### src/rtl/text_console_if.sv
// Command and framebuffer bundle for text_console_ctrl.
// Command side: cmd_valid/cmd_ready handshake with a 2-bit opcode and 16-bit payload.
// Framebuffer side: registered single-port write (fb_we, fb_waddr, fb_wdata).
// Status side: cursor position and busy flag.
// The modport named master is the command issuer / framebuffer consumer.
// The modport named slave is the console controller.
interface text_console_if;
    logic        cmd_valid;
    logic        cmd_ready;
    logic [1:0]  cmd_op;
    logic [15:0] cmd_data;
    logic        fb_we;
    logic [11:0] fb_waddr;
    logic [15:0] fb_wdata;
    logic [6:0]  cur_col;
    logic [4:0]  cur_row;
    logic        busy;

    modport master (
        output cmd_valid, cmd_op, cmd_data,
        input  cmd_ready, fb_we, fb_waddr, fb_wdata, cur_col, cur_row, busy
    );

    modport slave (
        input  cmd_valid, cmd_op, cmd_data,
        output cmd_ready, fb_we, fb_waddr, fb_wdata, cur_col, cur_row, busy
    );
endinterface

### src/rtl/text_console_ctrl.sv
// Text console controller: turns PUTC / SETATTR / SETCUR / CLEAR commands
// into framebuffer cell writes of {attribute, ascii}.
// Ports:
//   clk  - single clock, rising edge
//   rst  - synchronous active-high reset
//   bus  - text_console_if.slave: command handshake, framebuffer write port,
//          cursor position and busy status
// A row advance (newline or wrap past the last column) blanks the new row;
// CLEAR blanks the whole screen. Both run one cell per cycle with cmd_ready low.
module text_console_ctrl #(
    parameter int         COLS       = 80,
    parameter int         ROWS       = 30,
    parameter logic [7:0] BLANK_CHAR = 8'h20
) (
    input logic           clk,
    input logic           rst,
    text_console_if.slave bus
);
    localparam int          CELLS      = COLS * ROWS;
    localparam logic [1:0]  OP_PUTC    = 2'b00;
    localparam logic [1:0]  OP_SETATTR = 2'b01;
    localparam logic [1:0]  OP_SETCUR  = 2'b10;
    localparam logic [6:0]  LAST_COL   = 7'(COLS - 1);
    localparam logic [4:0]  LAST_ROW   = 5'(ROWS - 1);
    localparam logic [11:0] LAST_CELL  = 12'(CELLS - 1);
    localparam logic [11:0] ROW_SPAN   = 12'(COLS - 1);

    typedef enum logic [1:0] {
        IDLE   = 2'd0,
        ROWCLR = 2'd1,
        SCRCLR = 2'd2
    } state_t;

    state_t      state;
    state_t      state_nxt;

    logic [6:0]  col;
    logic [4:0]  row;
    logic [7:0]  attr;
    logic        fb_we;
    logic [11:0] fb_waddr;
    logic [15:0] fb_wdata;
    logic [11:0] clr_addr;
    logic [11:0] clr_last;
    logic        clr_done;

    logic        accept;
    logic [7:0]  ascii;
    logic        is_lf;
    logic        is_cr;
    logic        row_adv;
    logic [4:0]  row_inc;
    logic [11:0] row_inc_base;

    function automatic logic [11:0] cell_addr(input logic [4:0] r, input logic [6:0] c);
        return 12'(r) * 12'(COLS) + 12'(c);
    endfunction

    assign bus.cmd_ready = (state == IDLE) && !rst;
    assign bus.busy      = (state != IDLE);
    assign bus.fb_we     = fb_we;
    assign bus.fb_waddr  = fb_waddr;
    assign bus.fb_wdata  = fb_wdata;
    assign bus.cur_col   = col;
    assign bus.cur_row   = row;

    assign accept = bus.cmd_valid && bus.cmd_ready;
    assign ascii  = bus.cmd_data[7:0];
    assign is_lf  = (ascii == 8'h0A);
    assign is_cr  = (ascii == 8'h0D);

    // A PUTC moves to the next row on newline, or when a printable character
    // lands in the last column.
    assign row_adv      = accept && (bus.cmd_op == OP_PUTC) &&
                          (is_lf || (!is_cr && (col == LAST_COL)));
    assign row_inc      = (row == LAST_ROW) ? 5'd0 : row + 5'd1;
    assign row_inc_base = cell_addr(row_inc, 7'd0);

    always_ff @(posedge clk) begin
        if (rst) begin
            state <= IDLE;
        end else begin
            state <= state_nxt;
        end
    end

    always_comb begin
        state_nxt = state;
        case (state)
            IDLE: begin
                if (row_adv) begin
                    state_nxt = ROWCLR;
                end else if (accept && (bus.cmd_op == 2'b11)) begin
                    state_nxt = SCRCLR;
                end
            end
            ROWCLR, SCRCLR: begin
                // clr_done is set by the edge that issued the final write, so
                // the busy window covers that write's output cycle.
                if (clr_done) begin
                    state_nxt = IDLE;
                end
            end
            default: state_nxt = IDLE;
        endcase
    end

    always_ff @(posedge clk) begin
        if (rst) begin
            fb_we    <= 1'b0;
            fb_waddr <= 12'd0;
            fb_wdata <= 16'd0;
            col      <= 7'd0;
            row      <= 5'd0;
            attr     <= 8'h07;
            clr_done <= 1'b1;
        end else begin
            fb_we <= 1'b0;
            if (state == IDLE) begin
                if (accept) begin
                    case (bus.cmd_op)
                        OP_PUTC: begin
                            if (is_lf || is_cr) begin
                                col <= 7'd0;
                            end else begin
                                fb_we    <= 1'b1;
                                fb_waddr <= cell_addr(row, col);
                                fb_wdata <= {attr, ascii};
                                col      <= (col == LAST_COL) ? 7'd0 : col + 7'd1;
                            end
                            if (row_adv) begin
                                row      <= row_inc;
                                clr_addr <= row_inc_base;
                                clr_last <= row_inc_base + ROW_SPAN;
                                clr_done <= 1'b0;
                            end
                        end
                        OP_SETATTR: begin
                            attr <= bus.cmd_data[15:8];
                        end
                        OP_SETCUR: begin
                            col <= (bus.cmd_data[6:0]  > LAST_COL) ? LAST_COL : bus.cmd_data[6:0];
                            row <= (bus.cmd_data[12:8] > LAST_ROW) ? LAST_ROW : bus.cmd_data[12:8];
                        end
                        default: begin
                            // CLEAR: cell 0 is written on the accepting edge, the
                            // remaining cells follow from the counter.
                            col      <= 7'd0;
                            row      <= 5'd0;
                            fb_we    <= 1'b1;
                            fb_waddr <= 12'd0;
                            fb_wdata <= {attr, BLANK_CHAR};
                            clr_addr <= 12'd1;
                            clr_last <= LAST_CELL;
                            clr_done <= (LAST_CELL == 12'd0);
                        end
                    endcase
                end
            end else if (!clr_done) begin
                fb_we    <= 1'b1;
                fb_waddr <= clr_addr;
                fb_wdata <= {attr, BLANK_CHAR};
                // Counter holds at the last cell instead of wrapping.
                if (clr_addr == clr_last) begin
                    clr_done <= 1'b1;
                end else begin
                    clr_addr <= clr_addr + 12'd1;
                end
            end
        end
    end
endmodule

### src/flat_wrapper.sv
// flat-port wrapper written by rule: the top's interface ports become plain ports
module text_console_ctrl_flat 
#(
    parameter int         COLS       = 80,
    parameter int         ROWS       = 30,
    parameter logic [7:0] BLANK_CHAR = 8'h20
)
  (clk, rst, bus_cmd_valid, bus_cmd_op, bus_cmd_data, bus_cmd_ready, bus_fb_we, bus_fb_waddr, bus_fb_wdata, bus_cur_col, bus_cur_row, bus_busy);
  text_console_if bus_i ();
  input logic clk;
  input logic rst;
  input wire logic [$bits(bus_i.cmd_valid)-1:0] bus_cmd_valid;
  input wire logic [$bits(bus_i.cmd_op)-1:0] bus_cmd_op;
  input wire logic [$bits(bus_i.cmd_data)-1:0] bus_cmd_data;
  output wire logic [$bits(bus_i.cmd_ready)-1:0] bus_cmd_ready;
  output wire logic [$bits(bus_i.fb_we)-1:0] bus_fb_we;
  output wire logic [$bits(bus_i.fb_waddr)-1:0] bus_fb_waddr;
  output wire logic [$bits(bus_i.fb_wdata)-1:0] bus_fb_wdata;
  output wire logic [$bits(bus_i.cur_col)-1:0] bus_cur_col;
  output wire logic [$bits(bus_i.cur_row)-1:0] bus_cur_row;
  output wire logic [$bits(bus_i.busy)-1:0] bus_busy;
  assign bus_i.cmd_valid = bus_cmd_valid;
  assign bus_i.cmd_op = bus_cmd_op;
  assign bus_i.cmd_data = bus_cmd_data;
  assign bus_cmd_ready = bus_i.cmd_ready;
  assign bus_fb_we = bus_i.fb_we;
  assign bus_fb_waddr = bus_i.fb_waddr;
  assign bus_fb_wdata = bus_i.fb_wdata;
  assign bus_cur_col = bus_i.cur_col;
  assign bus_cur_row = bus_i.cur_row;
  assign bus_busy = bus_i.busy;
  text_console_ctrl #(.COLS(COLS), .ROWS(ROWS), .BLANK_CHAR(BLANK_CHAR)) u_core (.clk(clk), .rst(rst), .bus(bus_i));
endmodule
### config.mk
export PLATFORM = sky130hd
export DESIGN_NAME = text_console_ctrl_flat
export DESIGN_NICKNAME = d
export VERILOG_FILES = /design/src/rtl/text_console_if.sv /design/src/rtl/text_console_ctrl.sv /design/src/flat_wrapper.sv
export SDC_FILE = /design/constraint.sdc
export NUM_CORES = 1
export LEC_CHECK = 0
export CORE_ASPECT_RATIO = 0.75
export CORE_UTILIZATION = 54
export CTS_CLUSTER_SIZE = 20
export DETAILED_ROUTE_END_ITERATION = 7
export PLACE_DENSITY = 0.8
export SLEW_MARGIN = 20
export SYNTH_ARGS = -nofsm -noshare
export SYNTH_HDL_FRONTEND = slang
export SYNTH_SLANG_ARGS = --single-unit
### constraint.sdc
create_clock -name clk -period 4 [get_ports clk]
set_input_delay 0.8 -clock clk [delete_from_list [all_inputs] [get_ports clk]]
set_output_delay 0.8 -clock clk [all_outputs]
set_load 0.03 [all_outputs]
==> reports/metrics.cfg <==
[place]
io_buffers=63
dpl_cell_area_um2=4780
hpwl_mm=7.83
gp_congestion=0.855

[worst_setup_path]
critical_path_class=reg2reg
cp_data_required_time_ps=4100
cp.arrival_ps=3590
crit_family=compound AO/OA/AOI/OAI gates
critical_path_depth=11
cp_slowest_stage_delay_ps=630
cp_num_buf_inv=1
crit_path_end_kind=flip-flop
start_kind=flip-flop
path_cells=inv_1 -> ha_1 -> o211a_1 -> o21ai_0 -> ha_1 -> ha_1 -> a21o_1 -> a21oi_1 -> xor2_1 -> xor2_1 -> nor2_1
cp_max_fo=9
ff2ff_path_depth=11
cp_slowest_cell=dfxtp_1
path_common_cell=ha_1

[hold_path]
whs_path_depth=2
hp-class=reg2reg

[run_status]
run_status=complete, no violations

[synthesis]
ys_async_sr_fraction=0
yosys_warnings=0
synth.distinct_cells=61
avgSynthCellArea_um2=8.84
ys_seq_area_frac=0.404
synth_edf_count=20
synth_nets=508
synth_cells=459
yosys-top-cells-area=dfxtp_1, edfxtp_1, ha_1
netlist_area_um2=4060
yosysTopAreaCell=dfxtp_1
ys_ff_latch=72
synth_top_flop_cell=dfxtp_1
synth_top_area_share=0.256

[timing]
setup_tns_ps=0
drv_slew=0
fin_crit_ps=3500
rsz0062_at_grt=false
worst_pin_slew_ps=859
finalCritPeriodShare=0.874
clock_skew_ps=13.9
setup_viol_count_final=0
max-slew-margin-rel=0.426
fmax_mhz=286
hold_violations=0

[routing]
dr.pass1.iters=5
routed_wl_mm=10.6
antenna_left=0
post_drt_wl_per_cell_um=17.1
drcViolationCount=0
via_count=3721
drtIter0Drc=239
viasPerCell=6.02

[power_and_ir_drop]
power_switching_mw=0.495
ir_drop_mv=0.189
p_sw_frac=0.306
p_seq_frac=0.493
cellPowerDensity_nw_per_um2=325
comb_power_share=0.155
total_leakage_power_nw=1.85
p_int_mw=1.12
clockPowerShare=0.352

[floorplanning]
die_x_um=102
core_area_um2=7030
die_y_um=77.1
rows=26
io_pins=64
die-area_um2=7870
initial_core_util=0.578

[clock_network]
clk_pin_slew_ps=90
cts_tree=done
worst_skew_pair.late_latency_ps=360
postCtsSetupBuffers=0
cts_max_path_buffers=2
postCtsHoldBufs=0
cts-resized-gates=0
clk_root_buffer_cell=clkbuf_8
h-tree-depth=3
cts.sinks=72
cts_made_buffers=9

[final_layout]
final.fill_count=566
stdcell_area_um2=4970
utilization=0.708
antenna-diode-count=0
nets=564
area_growth_pct=22.5
regArea_um2=1640
drive_above_1_share=0.0673
multi_input_area_um2=2260

[global_route]
grt_pass1_vias=3569
grt_pass1_wl_mm=17.3
grtUsageTotal=0.286
grt_remaining_overflow=0
grt_max_degree=26
antenna_found_initial=0

[run]
maxCapViolations=0

-- per-layer routing --
layer | track usage | routed length [µm] | up-vias
met1 | 0.400 | 4760 | 1773
met2 | 0.434 | 4830 | 165
met5 | 0 | 0 | -
met3 | 0.0702 | 873 | 11
met4 | 0.0886 | 92 | 0
li1 | - | - | 1772
-- worst reg2reg max path: stages, from the launching register on --
cell and delay [ps]:
dfxtp_1 630, inv_1 100, ha_1 260, o211a_1 240
o21ai_0 420, ha_1 350, ha_1 310, a21o_1 190
a21oi_1 170, xor2_1 330, xor2_1 180, nor2_1 50
-- power by group through the flow --
stage	logic [mW]	clock network [mW]	registers, mW
6_report	0.251	0.568	0.797
5_1_grt	0.274	0.604	0.800
4_1_cts	0.248	0.573	0.797
3_5_place_dp	0.247	0	0.814
3_3_place_gp	0.242	0	0.812
2_1_floorplan	0.119	0	0.839
-- metrics by stage --
stage                     std cells  power, mW  hold slack, ps  setup WS (ps)
final                           618       1.62             457            503
after global routing            618       1.68             480            304
after CTS                       618       1.62             458            542
after detailed placement        602       1.06             446            386
after global placement          602       1.05             438            426
after floorplan                 459      0.958             432            902
-- sequential cells by signal, summed over array words and instances (netlist names) --
name                 count
u_core.clr_last          8
u_core.bus.fb_waddr     12
u_core.attr              8
u_core.bus.cur_col       7
u_core.clr_done          1
u_core.state             2
u_core.bus.fb_wdata     16
u_core.bus.fb_we         1
u_core.clr_addr         12
u_core.bus.cur_row       5
-- placed cells by master, fill, tap and decap left out, types with 15 or more instances in the layout --
master,count
nand2_1,62
edfxtp_1,20
a21oi_1,31
xor2_1,18
ha_1,25
inv_1,15
clkdlybuf4s50_1,63
nor2_1,35
dfxtp_1,52
nand3_1,27
-- cells by family (layout without fill, tap and decap cells) --
kind of cell / after synthesis / count (layout) / synth area share
buf+inv: 43 / 104 / 0.0404
flops: 72 / 72 / 0.404
fa+ha+maj: 28 / 28 / 0.0919
xor+xnor: 29 / 29 / 0.0660
simple gates: 180 / 180 / 0.215
compound gates: 107 / 107 / 0.182
-- cell type report --
cell class | count | area share
Clock buffer | 9 | 0.0249
Clock inverter | 7 | 0.0138
Inverter | 16 | 0.0121
Multi-Input combinational cell | 344 | 0.454
Sequential cell | 72 | 0.330
Tap cell | 98 | 0.0247
Timing Repair Buffer | 72 | 0.140
-- path summary, 6_finish.rpt --
kind	from	end	slack (ps)
min	u_core.bus.fb_wdata[0]	u_core.bus.fb_wdata[0]	460
min reg2reg	u_core.bus.fb_wdata[0]	u_core.bus.fb_wdata[0]	460
max reg2reg	u_core.bus.cur_row[1]	u_core.clr_last[10]	500
max	u_core.bus.cur_row[1]	u_core.clr_last[10]	500
-- cell usage after synthesis, types with 5 or more instances --
| master | count |
|---|---|
| nor3_1 | 15 |
| o21ai_0 | 14 |
| xor2_1 | 18 |
| a21o_1 | 5 |
| inv_1 | 15 |
| ha_1 | 25 |
| a311oi_1 | 7 |
| xnor2_1 | 10 |
| o22ai_1 | 6 |
| edfxtp_1 | 20 |
| nor2b_1 | 5 |
| a221oi_1 | 5 |
| nand3_1 | 27 |
| clkbuf_1 | 24 |
| nor2_1 | 35 |
| a21oi_1 | 31 |
| nand2_1 | 62 |
| dfxtp_1 | 52 |
Note: power is estimated with default switching activity, not from simulation.
